--- src/rtl/snn_spike_rate_decoder_pkg.sv ---
// Shared types and default sizing for the SNN output spike-rate decoder.
package snn_decode_pkg;

  localparam int WINDOW_W    = 16;
  localparam int N_OUT_DEF   = 2;
  localparam int CNT_W_DEF   = 8;
  localparam int WINDOW_DEF  = 200;

  typedef enum logic [1:0] {
    IDLE   = 2'd0,
    COUNT  = 2'd1,
    DECIDE = 2'd2,
    HOLD   = 2'd3
  } state_e;

endpackage

--- src/rtl/spike_counter_sat.sv ---
// Single saturating spike counter with synchronous clear and count enable.
module spike_counter_sat #(
  parameter int CNT_W = 8
) (
  input  logic             clk,
  input  logic             clr_i,
  input  logic             en_i,
  output logic [CNT_W-1:0] cnt_o
);

  logic [CNT_W-1:0] cnt_q;
  logic [CNT_W-1:0] cnt_d;

  always_comb begin
    cnt_d = cnt_q;
    if (clr_i) begin
      cnt_d = '0;
    end else if (en_i && (cnt_q != {CNT_W{1'b1}})) begin
      cnt_d = cnt_q + CNT_W'(1);
    end
  end

  always_ff @(posedge clk) begin
    cnt_q <= cnt_d;
  end

  assign cnt_o = cnt_q;

endmodule

--- src/rtl/snn_spike_rate_decoder.sv ---
// Counts output-neuron spikes over a fixed window, then scans for the most active
// neuron and presents the result over a valid/ready handshake.
module snn_spike_rate_decoder
  import snn_decode_pkg::*;
#(
  parameter int N_OUT  = N_OUT_DEF,
  parameter int CNT_W  = CNT_W_DEF,
  parameter int WINDOW = WINDOW_DEF,
  localparam int WIN_W = (N_OUT > 2) ? $clog2(N_OUT) : 1
) (
  input  logic                   clk,
  input  logic                   rst,
  input  logic                   start,
  input  logic [N_OUT-1:0]       spike_in,
  output logic                   busy,
  output logic                   result_valid,
  input  logic                   result_ready,
  output logic [WIN_W-1:0]       winner,
  output logic [CNT_W-1:0]       winner_count,
  output logic                   tie,
  output logic                   no_spike,
  output logic [N_OUT*CNT_W-1:0] counts
);

  state_e                state_q, state_d;
  logic [WINDOW_W-1:0]   win_q, win_d;
  logic [WIN_W-1:0]      scan_q, scan_d;
  logic [WIN_W-1:0]      best_idx_q, best_idx_d;
  logic [CNT_W-1:0]      best_cnt_q, best_cnt_d;
  logic                  tie_q, tie_d;
  logic                  nosp_q, nosp_d;
  logic                  clr_cnt;
  logic                  cnt_en;
  logic [CNT_W-1:0]      cur_cnt;
  logic [CNT_W-1:0]      cnt [N_OUT];

  for (genvar i = 0; i < N_OUT; i++) begin : g_cnt
    spike_counter_sat #(.CNT_W(CNT_W)) u_cnt (
      .clk   (clk),
      .clr_i (rst | clr_cnt),
      .en_i  (cnt_en & spike_in[i]),
      .cnt_o (cnt[i])
    );
    assign counts[i*CNT_W +: CNT_W] = cnt[i];
  end

  always_comb begin
    state_d    = state_q;
    win_d      = win_q;
    scan_d     = scan_q;
    best_idx_d = best_idx_q;
    best_cnt_d = best_cnt_q;
    tie_d      = tie_q;
    nosp_d     = nosp_q;
    clr_cnt    = 1'b0;
    cnt_en     = 1'b0;
    cur_cnt    = cnt[scan_q];
    case (state_q)
      IDLE: begin
        if (start) begin
          clr_cnt = 1'b1;
          win_d   = '0;
          scan_d  = '0;
          tie_d   = 1'b0;
          nosp_d  = 1'b0;
          state_d = COUNT;
        end
      end
      COUNT: begin
        cnt_en = 1'b1;
        win_d  = win_q + WINDOW_W'(1);
        if (win_q == WINDOW_W'(WINDOW - 1)) begin
          scan_d  = '0;
          state_d = DECIDE;
        end
      end
      DECIDE: begin
        // A strictly greater count takes over, so the lowest index keeps a tie;
        // a takeover also drops any tie recorded against the old best.
        if (scan_q == '0) begin
          best_idx_d = '0;
          best_cnt_d = cur_cnt;
          tie_d      = 1'b0;
        end else if (cur_cnt > best_cnt_q) begin
          best_idx_d = scan_q;
          best_cnt_d = cur_cnt;
          tie_d      = 1'b0;
        end else if (cur_cnt == best_cnt_q) begin
          tie_d = 1'b1;
        end
        nosp_d = (best_cnt_d == '0);
        if (scan_q == WIN_W'(N_OUT - 1)) begin
          state_d = HOLD;
        end else begin
          scan_d = scan_q + WIN_W'(1);
        end
      end
      HOLD: begin
        if (result_ready) begin
          state_d = IDLE;
        end
      end
      default: state_d = IDLE;
    endcase
  end

  always_ff @(posedge clk) begin
    if (rst) begin
      state_q    <= IDLE;
      win_q      <= '0;
      scan_q     <= '0;
      best_idx_q <= '0;
      best_cnt_q <= '0;
      tie_q      <= 1'b0;
      nosp_q     <= 1'b0;
    end else begin
      state_q    <= state_d;
      win_q      <= win_d;
      scan_q     <= scan_d;
      best_idx_q <= best_idx_d;
      best_cnt_q <= best_cnt_d;
      tie_q      <= tie_d;
      nosp_q     <= nosp_d;
    end
  end

  assign busy         = (state_q != IDLE);
  assign result_valid = (state_q == HOLD);
  assign winner       = best_idx_q;
  assign winner_count = best_cnt_q;
  assign tie          = tie_q;
  assign no_spike     = nosp_q;

endmodule
--- config.mk ---
export PLATFORM = sky130hd
export DESIGN_NAME = snn_spike_rate_decoder
export DESIGN_NICKNAME = d
export VERILOG_FILES = /design/src/rtl/snn_spike_rate_decoder_pkg.sv /design/src/rtl/spike_counter_sat.sv /design/src/rtl/snn_spike_rate_decoder.sv
export SDC_FILE = /design/constraint.sdc
export NUM_CORES = 1
export LEC_CHECK = 0
export CAP_MARGIN = 20
export CELL_PAD_IN_SITES_DETAIL_PLACEMENT = 0
export CELL_PAD_IN_SITES_GLOBAL_PLACEMENT = 2
export CORE_ASPECT_RATIO = 0.6
export CORE_MARGIN = 8
export CORE_UTILIZATION = 36
export CTS_CLUSTER_SIZE = 14
export DETAILED_ROUTE_END_ITERATION = 12
export HOLD_SLACK_MARGIN = 0.12
export PLACE_DENSITY_LB_ADDON = 0.25
export REMOVE_ABC_BUFFERS = 1
export SYNTH_ARGS = -nofsm -noshare
export SYNTH_HDL_FRONTEND = slang
export SYNTH_SLANG_ARGS = --single-unit
--- constraint.sdc ---
create_clock -name clk -period 8.3 [get_ports clk]
set_clock_uncertainty 0.15 [all_clocks]
set_input_delay 2.49 -clock clk [delete_from_list [all_inputs] [get_ports clk]]
set_output_delay 2.49 -clock clk [all_outputs]
set_load 0.02 [all_outputs]
==> impl_metrics.csv <==
group,metric,value,unit
route,met3WireLength,441,microns
pwr,ir_drop,0.123,mV
place,io_buffers,34,
timing,rsz0062_at_grt,"no",
worst_setup_path,critical_path_required,5.66,ns
route,highest_layer,"met4",
clocking,clk_path_buf_depth,2,
floorplan,start_util,37.4,%
yosys,synth_area_leader_cell,"dfxtp_1",
timing,post-route-period-util,52.3,%
worst_setup_path,path_class,"reg -> out",
place,dp_hpwl,4.89,mm
cells_and_area,drive_above_1_share,7.01,%
floorplan,die-height,80.6,microns
route,routed_wl,6.46,mm
status,status,"complete, no violations",
floorplan,fp.dieArea,9980,sq um
timing,slew_headroom,33.9,%
yosys,synth_area_leaders,"dfxtp_1 37%, ha_1 7.5%, nor2_1 5.7%",
yosys,synth_flop_cell,"dfxtp_1",
yosys,synthCells,282,
yosys,avgSynthCellArea,8.89,sq um
route,met2WireLength,2.34,mm
clocking,clock-sinks,46,
timing,fmax,230,MHz
cells_and_area,final_common_cell,"dfxtp_1",
cells_and_area,final_cell_mix,"46 x dfxtp_1, 38 x nor2_1, 34 x clkdlybuf4s50_1",
cells_and_area,n_antenna_cell,0,
run,cap_violations,0,
route,vias,2116,
route,drt-pass1-iter-count,4,
worst_setup_path,arrival,1.70,ns
grt,grt_use_total,13.8,%
clocking,cts_resized,0,
floorplan,design.core.area,6710,sq um
timing,finalHoldViolCount,0,
yosys,async_reset_ff_share,0,%
cells_and_area,syn_to_final_growth,21.9,%
clocking,clock_latency,0.28,ns
yosys,ys_warn_count,0,
pwr,fin_total_pwr,792,uW
pwr,power_density,259,nW/um^2
yosys,synth_top_area_share,36.7,%
yosys,synth_seq_area_share,36.7,%
cells_and_area,final_nets,335,
grt,grt-ovfl-total,0,
route,first_iter_violations,148,
yosys,synth_cell_types,46,
worst_setup_path,cp_max_fo,6,
min_path,hold_path_class,"reg -> reg",
clocking,postCtsSetupBuffers,0,
grt,grt_first_pass_wirelength,10.8,mm
floorplan,rows,23,
worst_setup_path,endpoint_kind,"output pin",
clocking,clkTransAtPathRegs,0.06,ns
timing,min_period,4.34,ns
yosys,netlist_area,2510,sq um
floorplan,ioPinCount,35,
grt,first_global_vias,2032,
cells_and_area,fillers,681,
pwr,leakagePower,1.14,nW
clocking,cts_root_buffer,"clkbuf_16",
place,gp_routability_congestion,0.780,
timing,tns,0,ns
yosys,synth_edf_count,0,
timing,final_max_slew_viol_count,0,
route,ant_nets,0,
route,wl_met1,3.63,mm
clocking,htreeDepth,2,
timing,tightest_slew,0.989,ns
clocking,hold_buffers,0,
clocking,cts_tree,"done",
timing,finalSetupViolCount,0,
grt,antenna_found_initial,0,
grt,grt_max_degree,22,
worst_setup_path,worst_setup_path_start_kind,"register",
route,viasPerCell,5.28,
route,wl_per_cell,16.1,microns
floorplan,die_x,124,microns
clocking,numCtsBuffers,5,
yosys,ys_ff_latch,46,
route,drc,0,
==> metal layers <==
metal  vias up  global-route usage, %
li1       1077                      -
met1       988                   21.4
met2        45                   17.3
met3         6                   4.62
met4         0                   2.75
met5         -                      0
==> logic make-up (layout without fill, tap and decap cells) <==
logic type | count (synthesis) | count (layout) | share of synthesized area [%]
AND/OR/NAND/NOR | 121 | 121 | 25.8
flip-flops | 46 | 46 | 36.7
AO/OA/AOI/OAI | 36 | 36 | 11.2
XOR/XNOR | 25 | 25 | 8.73
buffers and inverters | 24 | 56 | 3.64
adder cells (fa/ha/maj) | 15 | 15 | 7.49
multiplexers | 15 | 15 | 6.39
==> critical path: stages, from the launching register on <==
cell	delay [ns]
dfxtp_1	0.36
inv_1	0.09
ha_1	0.29
inv_1	0.08
clkdlybuf4s50_1	0.61
==> sequential cells by signal, summed over array words and instances, names as in the netlist <==
name / cells
winner: 1
win_q: 16
tie: 1
state_q: 2
scan_q: 1
g_cnt.u_cnt.cnt_o: 16
winner_count: 8
no_spike: 1
==> Yosys cell counts, types with 3 or more instances <==
cell	instances
and4_1	5
mux2_2	8
nor4_1	5
xnor2_1	12
mux2i_1	7
or3_1	3
and3_1	3
a21o_1	4
a221oi_1	7
nand3_1	14
o21ai_0	4
nor3_1	5
nor2b_1	3
a21oi_1	8
dfxtp_1	46
nand2_1	15
inv_1	14
nor3b_1	9
nand4_1	10
nor2_1	38
clkbuf_1	7
ha_1	15
xor2_1	13
==> stage by stage <==
stage / hold WS (ns) / util [%] / worst slack [ns] / cells / instance area, sq um
5_1_grt: 0.340 / 45.6 / 3.83 / 401 / 3060
2_1_floorplan: 0.323 / - / 4.63 / 273 / 2470
3_3_place_gp: 0.299 / 43.6 / 3.81 / 394 / 2920
3_5_place_dp: 0.306 / 43.6 / 3.81 / 394 / 2920
6_report: 0.327 / 45.6 / 3.96 / 401 / 3060
4_1_cts: 0.330 / 45.6 / 3.93 / 401 / 3060
==> final timing paths <==
check / start / end / cells after the start / slack [ns]
worst max-delay path: state_q[0] / busy / 4 / 3.96
worst min-delay path: winner / winner / 2 / 0.33
worst max register to register: scan_q / winner_count[0] / 7 / 5.16
worst min register to register: winner / winner / 2 / 0.33
==> power by group <==
part	total, mW	leakage, nW	switching [mW]	internal [mW]
sequential	0.272	0.372	0.0251	0.247
clock	0.188	0.0694	0.0793	0.109
combinational	0.332	0.697	0.197	0.135
==> cell type report <==
cell class                      instances  area [sq um]  share of cell area, %
Clock buffer                            5           125                   4.09
Timing Repair Buffer                   34           340                   11.1
Clock inverter                          2          10.0                  0.327
Multi-Input combinational cell        212          1500                   48.9
Sequential cell                        46           921                   30.1
Inverter                               15          56.3                   1.84
Tap cell                               87           109                   3.56
No activity file was read; power rests on OpenSTA's default activity.
